==> config.mk <==
export PLATFORM = sky130hd
export DESIGN_NAME = mult
export DESIGN_NICKNAME = d
export VERILOG_FILES = /design/src/rtl/mult_pkg.sv /design/src/rtl/mult.sv
export SDC_FILE = /design/constraint.sdc
export NUM_CORES = 1
export LEC_CHECK = 0
export ABC_AREA = 1
export BUFFER_PORTS_ARGS = -buffer_cell sky130_fd_sc_hd__buf_2
export CAP_MARGIN = 10
export CORE_UTILIZATION = 27
export CTS_BUF_LIST = sky130_fd_sc_hd__clkbuf_4
export DETAILED_ROUTE_END_ITERATION = 10
export GPL_ROUTABILITY_DRIVEN = 1
export SYNTH_ARGS = -nofsm -noshare
export SYNTH_HDL_FRONTEND = slang
export SYNTH_SLANG_ARGS = --single-unit
==> constraint.sdc <==
create_clock -name clk_i -period 3.6 [get_ports clk_i]
set_clock_uncertainty 0.15 [all_clocks]
set_input_delay 0.36 -clock clk_i [delete_from_list [all_inputs] [get_ports clk_i]]
set_output_delay 0.36 -clock clk_i [all_outputs]
set_load 0.02 [all_outputs]
==> src/rtl/mult_pkg.sv <==
// Shared widths and FSM state encoding for the sequential multiplier.
package mult_pkg;

    localparam int unsigned OP_W   = 8;
    localparam int unsigned PROD_W = 16;
    localparam int unsigned CTR_W  = 3;

    typedef enum logic {
        IDLE = 1'b0,
        WORK = 1'b1
    } state_t;

endpackage : mult_pkg

==> src/rtl/mult.sv <==
// Sequential unsigned 8x8 shift-and-add multiplier, one partial product per clock.
module mult
    import mult_pkg::*;
(
    input  logic                clk_i,
    input  logic                rst_i,
    input  logic [OP_W-1:0]     a_bi,
    input  logic [OP_W-1:0]     b_bi,
    input  logic                start_i,
    output logic                busy_o,
    output logic [PROD_W-1:0]   y_bo
);

    state_t              state_q, state_d;
    logic [OP_W-1:0]     a_q, a_d;
    logic [OP_W-1:0]     b_q, b_d;
    logic [PROD_W-1:0]   acc_q, acc_d;
    logic [CTR_W-1:0]    ctr_q, ctr_d;
    logic [PROD_W-1:0]   y_q, y_d;
    logic [PROD_W-1:0]   partial;

    // Next-state logic: accept in IDLE, accumulate one shifted operand per WORK cycle.
    always_comb begin
        state_d = state_q;
        a_d     = a_q;
        b_d     = b_q;
        acc_d   = acc_q;
        ctr_d   = ctr_q;
        y_d     = y_q;
        partial = b_q[ctr_q] ? ({{(PROD_W-OP_W){1'b0}}, a_q} << ctr_q) : '0;

        unique case (state_q)
            IDLE: begin
                if (start_i) begin
                    a_d     = a_bi;
                    b_d     = b_bi;
                    acc_d   = '0;
                    ctr_d   = '0;
                    state_d = WORK;
                end
            end
            WORK: begin
                acc_d = acc_q + partial;
                ctr_d = ctr_q + 3'd1;
                // Last bit: publish the sum including this cycle's partial product.
                if (ctr_q == 3'd7) begin
                    y_d     = acc_q + partial;
                    state_d = IDLE;
                end
            end
            default: state_d = IDLE;
        endcase
    end

    // State registers with asynchronous active-low reset; reset aborts any operation.
    always_ff @(posedge clk_i or negedge rst_i) begin
        if (!rst_i) begin
            state_q <= IDLE;
            a_q     <= '0;
            b_q     <= '0;
            acc_q   <= '0;
            ctr_q   <= '0;
            y_q     <= '0;
        end else begin
            state_q <= state_d;
            a_q     <= a_d;
            b_q     <= b_d;
            acc_q   <= acc_d;
            ctr_q   <= ctr_d;
            y_q     <= y_d;
        end
    end

    // Outputs are registered or decoded from state only.
    always_comb begin
        busy_o = (state_q == WORK);
        y_bo   = y_q;
    end

endmodule : mult

==> results of run 1 <==
[metrics by stage]
| step | setup slack (ps) | hold slack, ps |
|---|---|---|
| 2_1_floorplan | 1180 | -85.6 |
| 3_3_place_gp | 645 | 310 |
| 3_5_place_dp | 598 | 312 |
| 4_1_cts | 563 | 6.11 |
| 5_1_grt | 199 | 14.9 |
| 6_report | 562 | 22.1 |
[final cells by class]
type / count / share of cell area
Clock inverter: 3 / 0.0234
Multi-Input combinational cell: 329 / 0.464
Clock buffer: 5 / 0.00977
Tap cell: 168 / 0.0547
Timing Repair Buffer: 41 / 0.0593
Sequential cell: 52 / 0.339
Inverter: 51 / 0.0505
[logic make-up (layout without fill, tap and decap cells)]
family,count (synthesis),after routing,share of synthesized area
adders and majority gates,18,18,0.0695
AOI/OAI and AO/OA,45,45,0.0841
DFF,52,52,0.389
muxes,14,14,0.0471
and+or+nand+nor,248,248,0.321
buffers and inverters,63,100,0.0792
xor gates and xnor gates,4,4,0.0105
[what timing repair did]
| action | in CTS | in global routing |
|---|---|---|
| hold endpoints to repair | 41 | 0 |
| buffers inserted | 0 | 0 |
| hold buffers | 3 | 0 |
[worst max-delay path: cells and delay by family (launching register included)]
| family | cells | cell delay (ps) |
|---|---|---|
| simple gates | 9 | 910 |
| flops | 1 | 690 |
| fa+ha+maj | 2 | 620 |
| buf+inv | 1 | 230 |
| compound gates | 2 | 350 |
[report_power, final]
part           internal [W]  leakage (nW)  switching (W)
registers          0.000880         0.633       0.000230
clock network      0.000286        0.0654       0.000190
logic              0.000913          1.35        0.00161
[worst max path at each step]
stage             start         to  slack (ps)  cells after the start
2_1_floorplan  ctr_q[0]   acc_q[8]        1180                     15
3_3_place_gp   ctr_q[0]   y_bo[12]         640                     14
3_5_place_dp   ctr_q[0]   y_bo[12]         600                     14
4_1_cts        ctr_q[0]   y_bo[12]         560                     14
5_1_grt        ctr_q[0]  acc_q[15]         200                     17
6_report       ctr_q[0]   y_bo[12]         560                     14
[metal layers]
layer | up-vias | track usage
met4 | 0 | 0.0535
li1 | 1475 | -
met5 | - | 0
met3 | 11 | 0.0225
met2 | 50 | 0.224
met1 | 1322 | 0.174
[cell usage in the layout, fill, tap and decap left out, drive strengths merged]
cell           n
nand2        165
dfrtp         52
inv           51
buf           38
nor2          36
o21ai         34
nand3         27
ha            17
mux2          14
a21oi          9
or2            7
nor3           7
clkbuf         5
nand3b         4
bufinv         3
dlygate4sd3    3
o22ai          2
xor2           2
xnor2          2
and2           1
nand4          1
fa             1
[registers in the layout, indices dropped and copies added (netlist names)]
| name | cells |
|---|---|
| busy_o | 1 |
| acc_q | 16 |
| a_q | 8 |
| y_bo | 16 |
| ctr_q | 3 |
| b_q | 8 |
==> metrics.md, run 1 <==
| Metric | Value |
|---|---|
| Highest metal used | met4 |
| Area leader, netlist | dfrtp_1 |
| Required time of the worst setup path | 3750 ps |
| EDFF count, synth | 0 |
| Remaining antenna violation count | 0 |
| P&R area growth vs syn | 14.8% |
| Non-Filler Instances | 649 |
| Prevailing post-synth register cell | dfrtp_1 |
| Fin. Hold Viols | 0 |
| Grt total ovfl | 0 |
| CP Cell Sequence | inv_2 > o21ai_0 > o22ai_2 > nand2_4 > nor3_2 > ha_1 > fa_1 > nand2_1 > nand2_1 > and2_1 > nand3_1 > nand4_1 > nand3_1 > nand2_1 |
| Final setup vio count | 0 |
| Antenna violations before repair | 0 |
| Max IR drop VDD | 268 uV |
| Cts repair resizes | 0 |
| CP Launch Type | flip-flop |
| H-tree Lvls | 2 |
| Seq/Total Area, Yosys | 0.389 |
| Pwr Density | 1070 nW/um^2 |
| Drt drc | 0 |
| Hold EP | b_q[6] |
| CTS tree | built |
| Post-synth net total | 481 |
| Unique masters post-synth | 34 |
| Crit path DAT | 3190 ps |
| N_diodes | 0 |
| CP max FO | 16 |
| Avg Inst Size Synth | 7.54 sq um |
| Core Rows | 40 |
| Clk slew on worst S/H paths | 150 ps |
| Core Area | 12100 sq um |
| Vias in the first global route | 2881 |
| Reg area | 1300 sq um |
| Hold Crit Depth | 2 |
| Clock latency at the later pin of the worst-skew pair | 390 ps |
| Via-per-instance ratio | 4.40 |
| Syn. warnings | 0 |
| Met3 wire len | 304 microns |
| Synth top area share | 0.389 |
| CTS sink count | 52 |
| Post-DP HPWL | 6.00 mm |
| Io pins | 36 |
| Multi-input logic area | 1780 sq um |
| Initial Util | 0.278 |
| Met2 wire length | 3.58 mm |
| Status | completed |
| DRT met1 WL | 3.69 mm |
| Slowest stage cell, crit path | dfrtp_1 |
| Synth cell count leaders | 161 x nand2_1, 52 x dfrtp_1, 37 x inv_1 |
| Worst hold path class | in -> reg |
| Async set-reset flop share out of synthesis | 1.00 |
| Reg-to-reg endpoint | y_bo[12] |
| RSZ-0062 raised after global routing | false |
| Detailed Routing Iterations Pass 1 | 4 |
| Minimum clock period | 3040 ps |
| FMAX | 329 MHz |
| FF+latch count, synth | 52 |
| Final #Nets | 517 |
| Final TNS setup | 0 ps |
| Most used cell, CP | nand2_1 |
| Post-synthesis instance total | 444 |
| Worst-margin pin slew | 926 ps |
| Clock Tree Buf Depth | 2 |
| Worst Setup End Kind | flip-flop |
| Max_slew headroom | 0.383 |
| Input/output buffers | 35 |
| GR Util All Layers | 0.135 |
| Largest net degree at the start of global routing | 41 |
| CTS Buf Count | 5 |
| Syn Std Cell Area | 3350 sq um |
| Drt total wl | 7.73 mm |
| Leak Pwr | 2.05 nW |
| Placed Area | 3680 sq um |
| Routability cong. | 0.955 |
| First-pass GRT wire length | 13.6 mm |
| Fin area | 3840 sq um |
| Ratio of cells with drive above 1 in the final layout | 0.191 |
| Post-route core utilization | 0.319 |
| Total chip power | 0.00411 W |
| Die Ht | 113 microns |
| Top cells by area, synth | dfrtp_1 39%, nand2_1 18%, ha_1 6.4%, inv_1 4.1%, nand3_1 4.0% |
| Most frequent cell after synthesis | nand2_1 |
| Hold Startpoint | b_bi[6] |
| Worst-case reg-to-reg path depth | 14 |
| Delay of the slowest critical-path stage | 690 ps |
| Max-Cap Viols | 0 |
| Period utilization | 0.844 |
| Die Area | 12900 sq um |
| Filler cells | 1296 |
| Die width | 113 microns |
| Worst reg-to-reg setup slack | 560 ps |
| CTS root buffer | clkbuf_4 |
| Vias | 2858 |
| Slew Viols, Final | 0 |
| RR Startpoint | ctr_q[0] |
| Initial DRC count | 172 |
| DP Cell Count | 638 |
| DR WL/cell | 11.9 microns |
| Setup CP Type | reg -> reg |
No activity file was read; power rests on OpenSTA's default activity.
==> inputs of run 2 (changes only) <==
==> constraint.sdc (replaced) <==
create_clock -name clk_i -period 2.55 [get_ports clk_i]
set_clock_uncertainty 0.15 [all_clocks]
set_input_delay 0.255 -clock clk_i [delete_from_list [all_inputs] [get_ports clk_i]]
set_output_delay 0.255 -clock clk_i [all_outputs]
set_load 0.02 [all_outputs]
==> metrics.md, run 2 (synthesized netlist as in run 1, its figures left out) <==
| Metric | Value |
|---|---|
| Clk slew on worst S/H paths | 170 ps (was 150 ps) |
| Final setup vio count | 6 (was 0) |
| Core Rows | 40 (unchanged) |
| Crit path max-delay family | simple AND/OR/NAND/NOR gates (unchanged) |
| Post-route core utilization | 0.388 (was 0.319) |
| Drt drc | 0 (unchanged) |
| First-pass GRT wire length | 14.8 mm (was 13.6 mm) |
| Worst-case reg-to-reg path depth | 18 (was 14) |
| Worst reg-to-reg setup slack | -50 ps (was 560 ps) |
| CP Cell Sequence | buf_12 > buf_4 > nand2_2 > nand2_2 > o21ai_2 > nor2_1 > o21ai_2 > inv_2 > ha_4 > nand2_2 > inv_4 > nand2_4 > nor3_4 > nand2_2 > nand2_1 > nand2_1 > nand3_1 > nand2_1 (was inv_2 > o21ai_0 > o22ai_2 > nand2_4 > nor3_2 > ha_1 > fa_1 > nand2_1 > nand2_1 > and2_1 > nand3_1 > nand4_1 > nand3_1 > nand2_1) |
| CP max FO | 7 (was 16) |
| CP bufs+invs | 4 (was 1) |
| N_diodes | 0 (unchanged) |
| Setup CP Type | reg -> reg (unchanged) |
| CTS root buffer | clkbuf_4 (unchanged) |
| Clock Tree Buf Depth | 2 (unchanged) |
| Remaining antenna violation count | 0 (unchanged) |
| Slew Viols, Final | 0 (unchanged) |
| RSZ-0062 raised after global routing | true (was false) |
| Worst Setup End Kind | flip-flop (unchanged) |
| Via-per-instance ratio | 4.38 (was 4.40) |
| Antenna violations before repair | 0 (unchanged) |
| Die width | 113 microns (unchanged) |
| Core Area | 12100 sq um (unchanged) |
| DR WL/cell | 12.3 microns (was 11.9 microns) |
| Worst setup path startpoint | ctr_q[0] (unchanged) |
| Reg-to-reg endpoint | y_bo[13] (was y_bo[12]) |
| Die Ht | 113 microns (unchanged) |
| CP Capture Point | y_bo[13] (was y_bo[12]) |
| Slowest stage cell, crit path | dfrtp_2 (was dfrtp_1) |
| Input/output buffers | 35 (unchanged) |
| Most used cell, CP | nand2_2 (was nand2_1) |
| Delay of the slowest critical-path stage | 480 ps (was 690 ps) |
| Clock latency at the later pin of the worst-skew pair | 390 ps (about the same) |
| Status | complete, but fails checks (was completed) |
| Cell depth of the worst setup path | 18 (was 14) |
| Initial Util | 0.278 (unchanged) |
| Fin. Hold Viols | 0 (unchanged) |
| GR Util All Layers | 0.143 (was 0.135) |
| H-tree Lvls | 2 (unchanged) |
| Minimum clock period | 2600 ps (was 3040 ps) |
| Die Area | 12900 sq um (unchanged) |
| P&R area growth vs syn | 39.6% (was 14.8%) |
| Period utilization | 1.02 (was 0.844) |
| CTS sink count | 52 (unchanged) |
| FMAX | 385 MHz (was 329 MHz) |
| Detailed Routing Iterations Pass 1 | 4 (unchanged) |
| Max_slew headroom | 0.418 (was 0.383) |
| Max-Cap Viols | 0 (unchanged) |
| CP Launch Type | flip-flop (unchanged) |
| Hold Crit Depth | 3 (was 2) |
| Largest net degree at the start of global routing | 38 (was 41) |
| Grt total ovfl | 0 (unchanged) |
| CTS tree | built (unchanged) |
| Drt total wl | 8.54 mm (was 7.73 mm) |
| Violated checks | setup timing |
| Most frequent cells in the layout | 125 x nand2_1, 50 x dfrtp_1, 37 x inv_1 (was 161 x nand2_1, 52 x dfrtp_1, 37 x inv_1) |
| CTS Buf Count | 5 (unchanged) |
| Post-DP HPWL | 6.18 mm (was 6.00 mm) |
| Vias | 3054 (was 2858) |
| Most common cell after layout, fill and taps aside | nand2_1 (unchanged) |
| Worst hold path class | in -> reg (unchanged) |
| RR Startpoint | ctr_q[0] (unchanged) |
| Filler cells | 1218 (was 1296) |
| Routability cong. | 0.903 (was 0.955) |
| Io pins | 36 (unchanged) |
| Required time of the worst setup path | 2700 ps (was 3750 ps) |
| Initial DRC count | 98 (was 172) |
| Crit path DAT | 2750 ps (was 3190 ps) |
| Worst-margin pin slew | 873 ps (was 926 ps) |
| Setup slack after layout | -46.9 ps (was 562 ps) |
| Vias in the first global route | 3159 (was 2881) |
| Ratio of cells with drive above 1 in the final layout | 0.386 (was 0.191) |
| Final #Nets | 566 (was 517) |
[run 2: worst min path at each step]
stage / start / to
after floorplan: rst_i / a_q[0]
after global placement: rst_i / y_bo[15]
after detailed placement: rst_i / y_bo[9]
after CTS: start_i / acc_q[7]
after global routing: start_i / acc_q[7]
final: start_i / busy_o
[run 2: layout make-up]
type | instances | area (sq um) | share of cell area
clock buffer | 5 | 37.5 | 0.00803
clock inverter | 2 | 60.1 | 0.0128
inverter | 51 | 201 | 0.0431
multi-input combinational | 329 | 2170 | 0.465
sequential | 52 | 1300 | 0.279
tap | 168 | 210 | 0.0450
timing repair buffer | 90 | 688 | 0.147
[run 2: metal layers]
metal | vias to the layer above | part of all wire | global-route usage
met5 | - | 0 | 0
met4 | 0 | 0.030 | 0.0623
met3 | 17 | 0.048 | 0.0268
met2 | 62 | 0.47 | 0.242
met1 | 1407 | 0.45 | 0.178
li1 | 1568 | - | -
[run 2: timing repair]
action | 4_1_cts | 5_1_grt
pin swaps | 21 | 40
hold endpoints to repair | 51 | 0
gates resized for setup | 42 | 58
hold buffers | 17 | 0
setup endpoints to repair | 24 | 24
setup buffers | 4 | 2
[run 2: worst min-delay path, cell delays in order]
cell and delay [ps]:
buf_2 130, nor2_4 110, nor2_1 110
[run 2: through the flow]
step	cell area, sq um	hold slack, ps	worst slack (ps)	cells	setup TNS [ps]
after floorplan	3350	-191	127	444	0
after global placement	3940	273	-149	667	-1620
after detailed placement	3940	288	-158	667	-2360
after CTS	4440	92.1	0.294	695	0
after global routing	4670	101	-237	697	-3470
final	4670	98.2	-46.9	697	-131
Power of run 2 is left out: the tool's default activity adds up to more than one toggle a clock period on the data nets, which glitch-free logic cannot reach.
